==> config.mk <==
export PLATFORM = sky130hd
export DESIGN_NAME = aidan_mcnay_prime_host
export DESIGN_NICKNAME = d
export VERILOG_FILES = /design/src/rtl/aidan_mcnay_prime_host.sv
export SDC_FILE = /design/constraint.sdc
export NUM_CORES = 1
export LEC_CHECK = 0
export BUFFER_PORTS_ARGS = -buffer_cell sky130_fd_sc_hd__clkbuf_2
export CAP_MARGIN = 15
export CORE_MARGIN = 5
export CORE_UTILIZATION = 45
export DETAILED_ROUTE_END_ITERATION = 10
export PLACE_DENSITY_LB_ADDON = 0.1
export SYNTH_ARGS = -nofsm -noshare
export SYNTH_HDL_FRONTEND = slang
export SYNTH_SLANG_ARGS = --single-unit
==> constraint.sdc <==
create_clock -name clk -period 4.75 [get_ports clk]
set_input_delay 0.2375 -clock clk [delete_from_list [all_inputs] [get_ports clk]]
set_output_delay 0.2375 -clock clk [all_outputs]
set_load 0.05 [all_outputs]
==> src/rtl/aidan_mcnay_prime_host.sv <==
// Host-side initiator for the prime detector: shifts a candidate out on SDI/SCLK/CS,
// pulses ready, then returns the synchronized is_prime. Optional timeout: PRIME_HOST_TIMEOUT_EN.
module aidan_mcnay_prime_host #(
    parameter int unsigned nbits          = 31,
    parameter int unsigned CLK_DIV        = 8,
    parameter int unsigned READY_HOLD     = 4,
    parameter int unsigned TIMEOUT_CYCLES = 1 << 20
) (
    input  logic             clk,
    input  logic             reset,
    input  logic             req_val,
    output logic             req_rdy,
    input  logic [nbits-1:0] req_num,
    output logic             resp_val,
    input  logic             resp_rdy,
    output logic             resp_is_prime,
    output logic             resp_timeout,
    output logic             SDI,
    output logic             SCLK,
    output logic             CS,
    output logic             ready,
    input  logic             done_in,
    input  logic             is_prime_in
);

    localparam int unsigned BIT_W  = $clog2(nbits + 1);
    localparam int unsigned PH_MAX = (CLK_DIV > READY_HOLD) ? CLK_DIV : READY_HOLD;
    localparam int unsigned PH_W   = (PH_MAX > 2) ? $clog2(PH_MAX) : 1;

    typedef enum logic [2:0] {
        ST_IDLE,
        ST_SHIFT_LO,
        ST_SHIFT_HI,
        ST_READY,
        ST_WAIT_DONE,
        ST_RESP
    } state_e;

    state_e             state_q, state_d;
    logic [PH_W-1:0]    phase_q, phase_d;
    logic [BIT_W-1:0]   bit_cnt_q, bit_cnt_d;
    logic [nbits-1:0]   shift_q, shift_d;
    logic               done_s1_q, done_s2_q, done_sync_q;
    logic               prime_s1_q, prime_s2_q;
    logic               req_rdy_q, req_rdy_d;
    logic               resp_val_q, resp_val_d;
    logic               resp_is_prime_q, resp_is_prime_d;
    logic               sdi_q, sdi_d;
    logic               sclk_q, sclk_d;
    logic               cs_q, cs_d;
    logic               ready_q, ready_d;
    logic               done_rise;

`ifdef PRIME_HOST_TIMEOUT_EN
    localparam int unsigned TO_W = (TIMEOUT_CYCLES > 1) ? $clog2(TIMEOUT_CYCLES) : 1;
    logic [TO_W-1:0]    to_cnt_q, to_cnt_d;
    logic               resp_timeout_q, resp_timeout_d;
`else
    // The timeout depth only matters when the timeout logic is built in.
    logic               unused_timeout_cfg;
    assign unused_timeout_cfg = (TIMEOUT_CYCLES == 0);
`endif

    assign done_rise = done_s2_q & ~done_sync_q;

    always_comb begin
        state_d         = state_q;
        phase_d         = phase_q;
        bit_cnt_d       = bit_cnt_q;
        shift_d         = shift_q;
        resp_is_prime_d = resp_is_prime_q;
`ifdef PRIME_HOST_TIMEOUT_EN
        to_cnt_d        = '0;
        resp_timeout_d  = resp_timeout_q;
`endif

        case (state_q)
            ST_IDLE: begin
                if (req_val) begin
                    shift_d   = req_num;
                    bit_cnt_d = '0;
                    phase_d   = '0;
                    state_d   = ST_SHIFT_LO;
                end
            end
            ST_SHIFT_LO: begin
                if (phase_q == PH_W'(CLK_DIV - 1)) begin
                    phase_d = '0;
                    state_d = ST_SHIFT_HI;
                end else begin
                    phase_d = phase_q + PH_W'(1);
                end
            end
            ST_SHIFT_HI: begin
                if (phase_q == PH_W'(CLK_DIV - 1)) begin
                    phase_d   = '0;
                    shift_d   = shift_q << 1;
                    bit_cnt_d = bit_cnt_q + BIT_W'(1);
                    state_d   = (bit_cnt_q == BIT_W'(nbits - 1)) ? ST_READY : ST_SHIFT_LO;
                end else begin
                    phase_d = phase_q + PH_W'(1);
                end
            end
            ST_READY: begin
                if (phase_q == PH_W'(READY_HOLD - 1)) begin
                    phase_d = '0;
                    state_d = ST_WAIT_DONE;
                end else begin
                    phase_d = phase_q + PH_W'(1);
                end
            end
            ST_WAIT_DONE: begin
                // A done edge beats a simultaneous timeout expiry.
                if (done_rise) begin
                    resp_is_prime_d = prime_s2_q;
`ifdef PRIME_HOST_TIMEOUT_EN
                    resp_timeout_d  = 1'b0;
`endif
                    state_d         = ST_RESP;
                end
`ifdef PRIME_HOST_TIMEOUT_EN
                else if (to_cnt_q == TO_W'(TIMEOUT_CYCLES - 1)) begin
                    resp_is_prime_d = 1'b0;
                    resp_timeout_d  = 1'b1;
                    state_d         = ST_RESP;
                end else begin
                    to_cnt_d = to_cnt_q + TO_W'(1);
                end
`endif
            end
            ST_RESP: begin
                if (resp_rdy) begin
                    state_d = ST_IDLE;
                end
            end
            default: state_d = ST_IDLE;
        endcase

        // Pin outputs follow the next state so they register in the same cycle as the state.
        req_rdy_d  = (state_d == ST_IDLE);
        resp_val_d = (state_d == ST_RESP);
        cs_d       = !((state_d == ST_SHIFT_LO) || (state_d == ST_SHIFT_HI));
        sclk_d     = (state_d == ST_SHIFT_HI);
        ready_d    = (state_d == ST_READY);
        sdi_d      = 1'b0;
        if (state_d == ST_SHIFT_LO) begin
            sdi_d = shift_d[nbits-1];
        end else if (state_d == ST_SHIFT_HI) begin
            sdi_d = sdi_q;
        end
    end

    always_ff @(posedge clk) begin
        if (reset) begin
            state_q         <= ST_IDLE;
            phase_q         <= '0;
            bit_cnt_q       <= '0;
            shift_q         <= '0;
            done_s1_q       <= 1'b0;
            done_s2_q       <= 1'b0;
            done_sync_q     <= 1'b0;
            prime_s1_q      <= 1'b0;
            prime_s2_q      <= 1'b0;
            req_rdy_q       <= 1'b1;
            resp_val_q      <= 1'b0;
            resp_is_prime_q <= 1'b0;
            sdi_q           <= 1'b0;
            sclk_q          <= 1'b0;
            cs_q            <= 1'b1;
            ready_q         <= 1'b0;
`ifdef PRIME_HOST_TIMEOUT_EN
            to_cnt_q        <= '0;
            resp_timeout_q  <= 1'b0;
`endif
        end else begin
            state_q         <= state_d;
            phase_q         <= phase_d;
            bit_cnt_q       <= bit_cnt_d;
            shift_q         <= shift_d;
            done_s1_q       <= done_in;
            done_s2_q       <= done_s1_q;
            done_sync_q     <= done_s2_q;
            prime_s1_q      <= is_prime_in;
            prime_s2_q      <= prime_s1_q;
            req_rdy_q       <= req_rdy_d;
            resp_val_q      <= resp_val_d;
            resp_is_prime_q <= resp_is_prime_d;
            sdi_q           <= sdi_d;
            sclk_q          <= sclk_d;
            cs_q            <= cs_d;
            ready_q         <= ready_d;
`ifdef PRIME_HOST_TIMEOUT_EN
            to_cnt_q        <= to_cnt_d;
            resp_timeout_q  <= resp_timeout_d;
`endif
        end
    end

    assign req_rdy       = req_rdy_q;
    assign resp_val      = resp_val_q;
    assign resp_is_prime = resp_is_prime_q;
    assign SDI           = sdi_q;
    assign SCLK          = sclk_q;
    assign CS            = cs_q;
    assign ready         = ready_q;
`ifdef PRIME_HOST_TIMEOUT_EN
    assign resp_timeout  = resp_timeout_q;
`else
    assign resp_timeout  = 1'b0;
`endif

endmodule

Word-level counts from Yosys, hierarchy flattened
Index checks and enable logic that the tools add are counted.
{"block": "classes", "n_addsub": 2, "mux": 20, "n_bitwise": 2, "n_eq_ne": 15, "reduce_logical": 10}
{"cell": "31-bit 2-to-1 mux", "count": 2}
{"cell": "31-bit case mux with 2 select lines", "count": 1}
{"cell": "3-bit 2-to-1 mux", "count": 9}
{"cell": "3-bit case mux with 6 select lines", "count": 1}
{"cell": "3-bit by 2-bit equality test with 1-bit output (second input constant)", "count": 5}
{"cell": "3-bit equality test (second input constant)", "count": 4}
{"cell": "5-bit 2-to-1 mux", "count": 2}
{"cell": "5-bit case mux with 2 select lines", "count": 1}
{"cell": "3-bit case mux with 3 select lines", "count": 1}
{"cell": "3-bit by 1-bit equality test with 1-bit output (second input constant)", "count": 2}
{"cell": "3-bit zero test", "count": 2}
{"cell": "5-bit by 1-bit adder with 5-bit output (second input constant)", "count": 1}
{"cell": "5-bit equality test (second input constant)", "count": 1}
{"cell": "2-bit != test (second input constant)", "count": 2}
{"cell": "2-bit AND reduction", "count": 2}
{"cell": "3-bit by 1-bit adder with 3-bit output (second input constant)", "count": 1}
{"cell": "3-bit AND reduction", "count": 1}
{"cell": "3-bit nonzero test", "count": 1}
{"cell": "1-bit 2-to-1 mux", "count": 2}
{"cell": "2-bit 2-to-1 mux", "count": 1}
{"cell": "2-bit by 1-bit != test with 1-bit output (second input constant)", "count": 1}
{"cell": "2-bit nonzero test", "count": 1}
{"cell": "2-bit OR reduction", "count": 1}
{"cell": "1-bit bitwise AND", "count": 1}
{"cell": "other kinds (3)", "count": 3}
{"block": "word_totals", "ff_bits": 54, "in_bits": 37, "out_inout_bits": 8, "elab_cells": 66}

Logic depth before layout (Yosys ltp)
{"block": "depth", "ltp_word": 7, "mapped_depth": 8, "mapped_depth_nobuf": 7}

Worst setup path before layout
Ideal clock, no wire load.
{"block": "synth_path", "path_kind": "flip-flop to flip-flop", "from": "register phase_q[0]", "to": "register cs_q, in the netlist CS", "path_buffers": 1, "path_stages_with_launch": 8, "arrival_ns": 1.668, "synth_period_minus_slack_ns": 1.800, "t_required_ns": 4.618, "setup_slack_ns": 2.950, "cell_sequence": "dfxtp_1 > ha_1 > ha_1 > nor4bb_1 > buf_4 > nor4_4 > nand4b_1 > a2bb2oi_1"}
{"block": "synth_via", "elab_chain_cells": 6, "elab_cells_between_ends": 10, "classes_between": "eq/ne: 4; mux: 4; reduce/logical: 2"}
{"element": "from (decl)", "line_no": "40", "text": "logic [PH_W-1:0] phase_q, phase_d;"}
{"element": "from (signal assigned)", "line_no": "177", "text": "phase_q <= phase_d;"}
{"element": "3-bit by 2-bit equality test with 1-bit output / 3-bit equality test (equally long branches)", "line_no": "105, 87, 95"}
{"element": "3-bit 2-to-1 mux, on equally long branches", "line_no": "105, 87, 95"}
{"element": "3-bit case mux with 6 select lines *", "line_no": "77", "text": "case (state_q)"}
{"element": "3-bit by 1-bit equality test with 1-bit output / 3-bit by 2-bit equality test with 1-bit output (equally long branches)", "line_no": "142", "text": "cs_d = !((state_d == ST_SHIFT_LO) || (state_d == ST_SHIFT_HI));"}
{"element": "1-bit logical OR *", "line_no": "142"}
{"element": "1-bit zero test *", "line_no": "142"}
{"element": "to (signal assigned)", "line_no": "190", "text": "cs_q <= cs_d;"}
{"element": "to (decl)", "line_no": "50", "text": "logic cs_q, cs_d;"}
Mark *: on every way between the ends. The rest lies on a longest branch, timed or not.
A chain may end at the register's enable or synchronous reset.

Worst setup path after layout
{"block": "layout_path", "from": "register phase_q[0]", "to": "register shift_q[26]"}
{"block": "layout_via", "elab_chain_cells": 3}
{"element": "3-bit equality test", "line_no": "95", "text": "if (phase_q == PH_W'(CLK_DIV - 1)) begin"}
{"element": "2-bit != test (no source line)"}
{"element": "3-bit AND reduction (no source line)"}
{"element": "to (signal assigned)", "line_no": "179", "text": "shift_q <= shift_d;"}
{"element": "to (decl)", "line_no": "42", "text": "logic [nbits-1:0] shift_q, shift_d;"}
No other way between the ends.

==> run_results.csv <==
group,metric,value,unit
clock_tree,h-tree-depth,2,
clock_tree,post_cts_buffers,0,
yosys,synth_area,2370,um^2
clock_tree,clock_latency,300,ps
worst_setup_path,worstRegToRegCells,8,
floorplan,ios,45,
layout,layout_common_cells,"54 x dfxtp_1, 43 x clkbuf_2, 36 x nand2_1",
yosys,ys_ff_latch,54,
sta,final.period_utilization,45.9,%
global_route,grt_pass1_vias,1907,
sta,worstMarginPinSlew,711,ps
pwr,vdd_ir_drop_max,0.169,mV
pwr,powerDensity,311,nW/um^2
layout,fin_nets,338,
global_route,grt_usage,15.8,%
clock_tree,cts.sinks,54,
layout,area_delta_synth_final,13.9,%
placed_design,finalWeightedCongestion,0.726,
worst_setup_path,end_kind,"flop",
yosys,synth_edf_count,0,
sta,setup_tns,0,ps
routing,routedWlPerCell,13.3,um
floorplan,die_y,82.6,um
yosys,yosysWarnings,0,
clock_tree,cts_repair_resize_count,0,
global_route,grt_pass1_wl,8.46,mm
floorplan,dieArea,6830,um^2
yosys,syn_nets,306,
clock_tree,hold_buffers,0,
clock_tree,clkTransAtPathRegs,90,ps
hold_path,hp-class,"input pin to flop",
sta,final-hold-violation-count,0,
worst_setup_path,crit_fanout,37,
clock_tree,root_buffer,"clkbuf_8",
clock_tree,cts_buffer_depth,2,
worst_setup_path,crit_start,"phase_q[0]$_SDFFE_PP0P_",
layout,n_antenna_cell,0,
placed_design,dpl_cell_area,2590,um^2
floorplan,core_area,5110,um^2
sta,final_max_slew_viol_count,0,
routing,drtAntennaViolNets,0,
floorplan,std_cell_rows,26,
floorplan,start_util,46.5,%
hold_path,holdPathStages,2,
placed_design,io_buffers,43,
outcome,status,"complete, no violations",
clock_tree,cts_tree,"yes",
pwr,p_leak,0.00105,uW
global_route,antenna_found_initial,0,
worst_setup_path,rrSetupSlack,2570,ps
worst_setup_path,cp.required,4980,ps
yosys,syn_inst,262,
layout,drive_gt1_share,21.8,%
worst_setup_path,reg2reg_to,"shift_q[26]$_SDFFE_PP0P_",
yosys,async_reset_ff_share,0,%
routing,dr.pass1.iters,4,
worst_setup_path,path_class,"flop to flop",
routing,finalWirelength,4.82,mm
global_route,grt-ovfl-total,0,
routing,vias_per_cell,5.28,
sta,fmax,459,MHz
routing,vias,1921,
yosys,synth_ff_type,"dfxtp_1",
hold_path,whs_endpoint,"prime_s1_q$_SDFF_PP0_",
sta,skew,5.02,ps
sta,rsz0062_at_grt,"false",
yosys,synth_cell_types,40,
yosys,ys_seq_area_share,45.5,%
global_route,grt_max_degree,55,
yosys,syn_area_per_cell,9.06,um^2
layout,final_area,2700,um^2
routing,drc_errors,0,
hold_path,hp-start,"is_prime_in",
worst_setup_path,r2r-start,"phase_q[0]$_SDFFE_PP0P_",
run,drv_cap,0,
layout,final_common_cell,"dfxtp_1",
worst_setup_path,worst_setup_path_start_kind,"flop",
worst_setup_path,arrival,2410,ps
routing,drt_iter0_markers,122,
clock_tree,cts-buffers-inserted,5,
sta,setup_viol,0,
sta,max_slew_margin,52.6,%
floorplan,die_w,82.6,um
sta,period_needed,2180,ps
placed_design,dp_hpwl,3.09,mm
## where the power goes
| group | total (uW) | internal (uW) | switching, uW |
|---|---|---|---|
| registers | 487 | 476 | 11.3 |
| logic | 109 | 46.8 | 62.6 |
| clock network | 245 | 102 | 143 |
## stage by stage
stage               std cells  hold slack [ps]  setup slack (ps)  power, uW  util (%)
CTS                       363              128              2090        853      52.4
detailed placement        356              428              2090        603      50.8
finish                    364              140              2570        841      52.9
global placement          356              414              2180        602      50.8
global route              364              119              2370        895      52.9
floorplan                 262              366              2950        574         -
## cell type report
type	instances	area [um^2]
Multi-Input combinational cell	182	1170
Clock inverter	2	13.8
Inverter	3	11.3
Sequential cell	54	1080
Clock buffer	5	68.8
Timing Repair Buffer	48	273
Tap cell	70	87.6
Fill cell	500	2400
## worst max-delay path: stages, from the launching register on
cell,delay [ps]
dfxtp_1,330
ha_1,250
ha_1,230
nor4bb_4,170
buf_4,290
nor2_2,400
buf_16,220
nand2_1,70
a21oi_1,150
## metal layers
layer | part of all wire [%] | global-route usage [%]
met5 | 0 | 0
met4 | 0.95 | 4.90
met3 | 6.0 | 4.88
met2 | 46 | 25.7
met1 | 47 | 20.1
## flip-flops by register name, summed over array words and instances (netlist names), 3 cells and up
name,flops
shift_q,31
bit_cnt_q,5
phase_q,3
state_q,3
## cell usage after synthesis, types with 3 or more instances
cell,number,area (um^2)
nor4bb_1,3,30.0
ha_1,7,87.6
nand4b_1,3,26.3
xor2_1,3,26.3
nor2b_1,9,56.3
clkbuf_1,6,22.5
dfxtp_1,54,1080
a211oi_1,4,30.0
nor3_1,6,30.0
nand2_1,36,135
nor2_1,14,52.6
buf_2,9,45.0
inv_1,3,11.3
a21oi_1,34,170
buf_4,5,37.5
a22oi_1,32,240
o21ai_0,5,25.0
## how the worst max path moves through the flow
stage | end | slack, ps | cells past startpoint
final | shift_q[26]$_SDFFE_PP0P_ | 2570 | 8
after CTS | shift_q[15]$_SDFFE_PP0P_ | 2090 | 7
after detailed placement | shift_q[6]$_SDFFE_PP0P_ | 2090 | 7
after global routing | shift_q[25]$_SDFFE_PP0P_ | 2370 | 8
after global placement | shift_q[1]$_SDFFE_PP0P_ | 2180 | 7
after floorplan | CS$_SDFF_PP1_ | 2950 | 7
## logic make-up after synthesis
kind of cell    share of synthesized area (%)
buf+inv                                  6.01
other cells                             0.158
fa+ha+maj                                3.69
compound gates                           23.3
simple gates                             19.0
flops                                    45.5
xor+xnor                                 1.48
mux                                     0.843
No activity file was read; power rests on OpenSTA's default activity.
